**src/rtl/uart_recv.sv**
```systemverilog
// 8N1 UART receiver: two-flop synchronizer, start-bit centre sampling,
// LSB-first data capture and stop-bit framing check with one-cycle result pulses.
module uart_recv #(
  parameter int BAUD_CNT_MAX = 10416,
  parameter int HALF_CNT     = BAUD_CNT_MAX / 2
) (
  input  logic       clk,
  input  logic       rst,
  input  logic       din,
  output logic       valid,
  output logic [7:0] data,
  output logic       frame_err,
  output logic       busy
);

  localparam logic [14:0] BAUD_LAST = 15'(BAUD_CNT_MAX);
  localparam logic [14:0] HALF_PT   = 15'(HALF_CNT);

  typedef enum logic [1:0] {IDLE, START, DATA, STOP} state_t;

  state_t      state, state_n;
  logic        sync1, sync2, din_d;
  logic        fall;
  logic [14:0] baud_cnt;
  logic [2:0]  bit_cnt;
  logic [7:0]  shift;
  logic        half_hit, bit_wrap, stop_hit;

  // Line idles high, so every synchronizer/edge flop resets to 1 to avoid a false start.
  always_ff @(posedge clk or posedge rst) begin
    if (rst) begin
      sync1 <= 1'b1;
      sync2 <= 1'b1;
      din_d <= 1'b1;
    end else begin
      sync1 <= din;
      sync2 <= sync1;
      din_d <= sync2;
    end
  end

  assign fall     = din_d & ~sync2;
  assign half_hit = (state == START) && (baud_cnt == HALF_PT);
  assign bit_wrap = (state == DATA)  && (baud_cnt == BAUD_LAST);
  assign stop_hit = (state == STOP)  && (baud_cnt == BAUD_LAST);

  always_ff @(posedge clk or posedge rst) begin
    if (rst) state <= IDLE;
    else     state <= state_n;
  end

  always_comb begin
    state_n = state;
    case (state)
      IDLE:  if (fall) state_n = START;
      START: if (half_hit) state_n = sync2 ? IDLE : DATA;
      DATA:  if (bit_wrap && bit_cnt == 3'd7) state_n = STOP;
      STOP:  if (stop_hit) state_n = IDLE;
      default: state_n = IDLE;
    endcase
  end

  always_comb begin
    busy = (state != IDLE);
  end

  always_ff @(posedge clk or posedge rst) begin
    if (rst) begin
      baud_cnt <= '0;
      bit_cnt  <= '0;
      shift    <= '0;
    end else begin
      case (state)
        IDLE:  baud_cnt <= '0;
        START: baud_cnt <= half_hit ? 15'd0 : baud_cnt + 15'd1;
        DATA: begin
          baud_cnt <= bit_wrap ? 15'd0 : baud_cnt + 15'd1;
          if (bit_wrap) begin
            shift   <= {sync2, shift[7:1]};
            bit_cnt <= (bit_cnt == 3'd7) ? 3'd0 : bit_cnt + 3'd1;
          end
        end
        STOP:  baud_cnt <= stop_hit ? 15'd0 : baud_cnt + 15'd1;
        default: baud_cnt <= '0;
      endcase
    end
  end

  // A low stop bit leaves data untouched so it always holds the last good byte.
  always_ff @(posedge clk or posedge rst) begin
    if (rst) begin
      valid     <= 1'b0;
      frame_err <= 1'b0;
      data      <= '0;
    end else begin
      valid     <= stop_hit &  sync2;
      frame_err <= stop_hit & ~sync2;
      if (stop_hit && sync2) data <= shift;
    end
  end

endmodule
```
**config.mk**
```make
export PLATFORM = sky130hd
export DESIGN_NAME = uart_recv
export DESIGN_NICKNAME = d
export VERILOG_FILES = /design/src/rtl/uart_recv.sv
export SDC_FILE = /design/constraint.sdc
export NUM_CORES = 1
export LEC_CHECK = 0
export ABC_AREA = 1
export BUFFER_PORTS_ARGS = -buffer_cell sky130_fd_sc_hd__buf_4
export CAP_MARGIN = 20
export CORE_MARGIN = 2
export CORE_UTILIZATION = 63
export DETAILED_ROUTE_END_ITERATION = 7
export GPL_TIMING_DRIVEN = 0
export MAX_ROUTING_LAYER = met4
export PLACE_DENSITY = 0.83
export SKIP_CTS_REPAIR_TIMING = 1
export SLEW_MARGIN = 30
export SYNTH_ARGS = -nofsm -noshare
export SYNTH_HDL_FRONTEND = slang
export SYNTH_SLANG_ARGS = --single-unit
```
**constraint.sdc**
```tcl
create_clock -name clk -period 4.81 [get_ports clk]
set_clock_uncertainty 0.1 [all_clocks]
set_input_delay 0.2405 -clock clk [delete_from_list [all_inputs] [get_ports clk]]
set_output_delay 0.2405 -clock clk [all_outputs]
set_load 0.05 [all_outputs]
```
==> flow_metrics.py <==
metrics = {
    "timing": {
        "rsz0062_at_grt": "no",
        "setup_tns_ns": 0,
        "max_freq_mhz": 553,
        "hold_viol_final": 0,
        "setup_violations": 0,
        "drv_slew": 0,
        "tightest_slew_ns": 0.443,
        "holdWs_ns": 0.273,
        "min_period_ns": 1.81,
        "finalCritPeriodShare_pct": 37.6,
        "maxSlewHeadroom_pct": 70.5,
    },
    "floorplanning": {
        "num_rows": 20,
        "die_area_um2": 3520,
        "pin_count": 14,
        "die_x_um": 59.3,
        "die_y_um": 59.3,
        "start_util_pct": 64.7,
        "core_um2": 2980,
    },
    "setup_path": {
        "path_class": "reg -> reg",
        "r2r_slack_ns": 3.00,
        "ff2ff_path_depth": 12,
        "cp-start-kind": "flip-flop",
        "crit_required_ns": 5.00,
        "crit_fanout": 9,
        "crit_path_end_kind": "flip-flop",
        "r2r_start": "baud_cnt[0]$_DFF_PP0_",
        "r2r-end": "state[0]$_DFFE_PP0P_",
        "cp.arrival_ns": 2.00,
    },
    "hold_path": {
        "min_to": "sync2$_DFF_PP1_",
        "hold_path_depth": 0,
        "hp-class": "reg -> reg",
        "hp-start": "sync1$_DFF_PP1_",
    },
    "grt": {
        "grt_pass1_wl_mm": 5.91,
        "gr-total-overflow": 0,
        "antenna_found_initial": 0,
        "grt_use_total_pct": 23.4,
        "grt_pass1_vias": 1358,
        "grt_max_degree": 24,
    },
    "clock_tree": {
        "clk_path_buf_depth": 2,
        "insertion_delay_ns": 0.35,
        "cts_tree": "yes",
        "clkTransAtPathRegs_ns": 0.12,
        "h-tree-depth": 2,
        "cts_root_buf": "clkbuf_4",
        "cts_sinks": 41,
        "cts_made_buffers": 5,
    },
    "final_layout": {
        "num-fill-cells": 226,
        "mostFrequentLayoutCell": "nand2_1",
        "multiInputGateArea_um2": 746,
        "seqCellArea_um2": 1030,
        "layout_common_cells": "54 x nand2_1, 38 x dfrtp_1, 31 x inv_1",
        "n_antenna_cell": 0,
        "syn_to_final_growth_pct": 14.1,
        "drive_gt1_share_pct": 20.6,
        "nNetsFinal": 249,
    },
    "power_and_ir_drop": {
        "intPower_w": 0.000529,
        "power.switching_w": 0.000227,
        "switching_share_pct": 30.1,
        "clockPowerShare_pct": 30.9,
        "power_frac_comb_pct": 19.1,
        "power_density_nw_per_um2": 344,
        "pwr-share-seq_pct": 49.9,
        "peakVddDrop_mv": 0.322,
        "p_leak_nw": 1.06,
    },
    "route": {
        "drt_iter0_drc": 36,
        "finalWirelength_mm": 3.51,
        "wire_per_inst_um": 12.7,
        "vias": 1483,
        "drc_errors": 0,
        "firstDrtPassIters": 4,
        "ant_nets": 0,
        "avgViaCountPerCell": 5.37,
    },
    "synthesis": {
        "ys_warn_count": 0,
        "syn-cell-area_um2": 1930,
        "netlist_instances": 219,
        "synth_adder_area_share_pct": 2.60,
        "ys_seq_elements": 41,
        "yosysSeqAreaShare_pct": 53.4,
        "synth_compound_gate_area_share_pct": 11.8,
        "syn_avg_cell_area_um2": 8.80,
        "synth_nets": 226,
        "synth.distinct_cells": 25,
        "synth-simple-area-share_pct": 23.9,
        "synthMuxAreaShare_pct": 0,
        "synth_xor_area_share_pct": 0.455,
        "synth_top_family_by_area": "simple AND/OR/NAND/NOR gates",
    },
    "outcome": {
        "status": "finished, final reports clean",
    },
    "place": {
        "port_buffers": 13,
        "routabilityCongestion": 0.819,
        "hpwl_mm": 2.39,
    },
    "job": {
        "max-cap-violations": 0,
    },
}
kinds of logic (layout without fill, tap and decap cells):
kind of cell | after synthesis | in the layout
AO/OA/AOI/OAI | 33 | 33
XOR/XNOR | 1 | 1
adder cells (fa/ha/maj) | 4 | 4
buffers and inverters | 36 | 60
flip-flops | 41 | 41
AND/OR/NAND/NOR | 104 | 104
power groups by stage:
stage | sequential [W] | combinational [W] | clock, W
floorplan | 0.000379 | 0.000106 | 0
global placement | 0.000382 | 0.000135 | 0
detailed placement | 0.000384 | 0.000141 | 0
CTS | 0.000378 | 0.000145 | 0.000237
global route | 0.000381 | 0.000166 | 0.000251
finish | 0.000378 | 0.000145 | 0.000234
area by class of cell:
| type | count | area share [%] |
|---|---|---|
| inverters | 34 | 5.86 |
| plain buffers | 2 | 1.02 |
| flip-flops and latches | 41 | 46.8 |
| clock inverters | 1 | 1.37 |
| clock buffers | 7 | 2.50 |
| well taps | 33 | 1.88 |
| multi-input cells | 142 | 33.9 |
| repair buffers | 16 | 6.60 |
critical path, stage by stage (launching register included):
cell     delay, ns
dfrtp_1       0.44
inv_1         0.07
ha_1          0.16
inv_1         0.05
nor2_1        0.08
nand2_1       0.05
nor2_1        0.12
nand2_2       0.09
nand2_1       0.11
nand2_2       0.14
inv_2         0.17
nand3_1       0.10
nand2_1       0.07
flip-flops by register name, indices dropped and copies added, names as in the netlist, named ones only:
signal	cells
baud_cnt	15
bit_cnt	3
data	8
din_d	1
frame_err	1
shift	8
state	1
sync1	1
sync2	1
valid	1
synth_stat cells, drive strengths merged:
cell type / count / area share [%]
inv: 33 / 6.4
o21ai: 20 / 7.9
a31oi: 1 / 0.32
a21oi: 10 / 2.6
nand4: 2 / 0.65
xor2: 1 / 0.45
o31ai: 1 / 0.39
nand3: 11 / 3.5
ha: 4 / 2.6
nor2: 25 / 5.1
nor3: 7 / 2.1
clkinv: 1 / 0.26
o211a: 1 / 0.52
nand2: 57 / 12
buf: 2 / 1.2
dfstp: 3 / 4.1
nor3b: 2 / 0.78
dfrtp: 38 / 49
layer usage:
metal | GRT usage [%] | share of wire, %
met2 | 33.3 | 46
met4 | 11.4 | 1.6
met1 | 31.9 | 49
met3 | 4.80 | 4.0
met5 | - | 0
metrics by stage:
stage	setup WS (ns)	util [%]	power, W	instances	instance area [um^2]
after floorplan	3.19	-	0.000485	219	1930
after global placement	3.01	69.4	0.000517	265	2070
after detailed placement	3.01	70.3	0.000525	266	2090
after CTS	2.98	73.2	0.000760	274	2180
after global routing	2.79	73.8	0.000798	276	2200
final	3.00	73.8	0.000756	276	2200
how the worst max path moves through the flow:
stage,startpoint,endpoint,slack (ns),cells after the start
finish,baud_cnt[0]$_DFF_PP0_,state[0]$_DFFE_PP0P_,3.00,12
global route,baud_cnt[0]$_DFF_PP0_,state[0]$_DFFE_PP0P_,2.79,12
CTS,baud_cnt[0]$_DFF_PP0_,state[0]$_DFFE_PP0P_,2.98,12
detailed placement,baud_cnt[0]$_DFF_PP0_,data[1]$_DFFE_PP0P_,3.01,12
global placement,rst,shift[4]$_DFFE_PP0P_,3.01,2
floorplan,baud_cnt[0]$_DFF_PP0_,data[1]$_DFFE_PP0P_,3.19,12
Power figures use the tool's default switching activity.
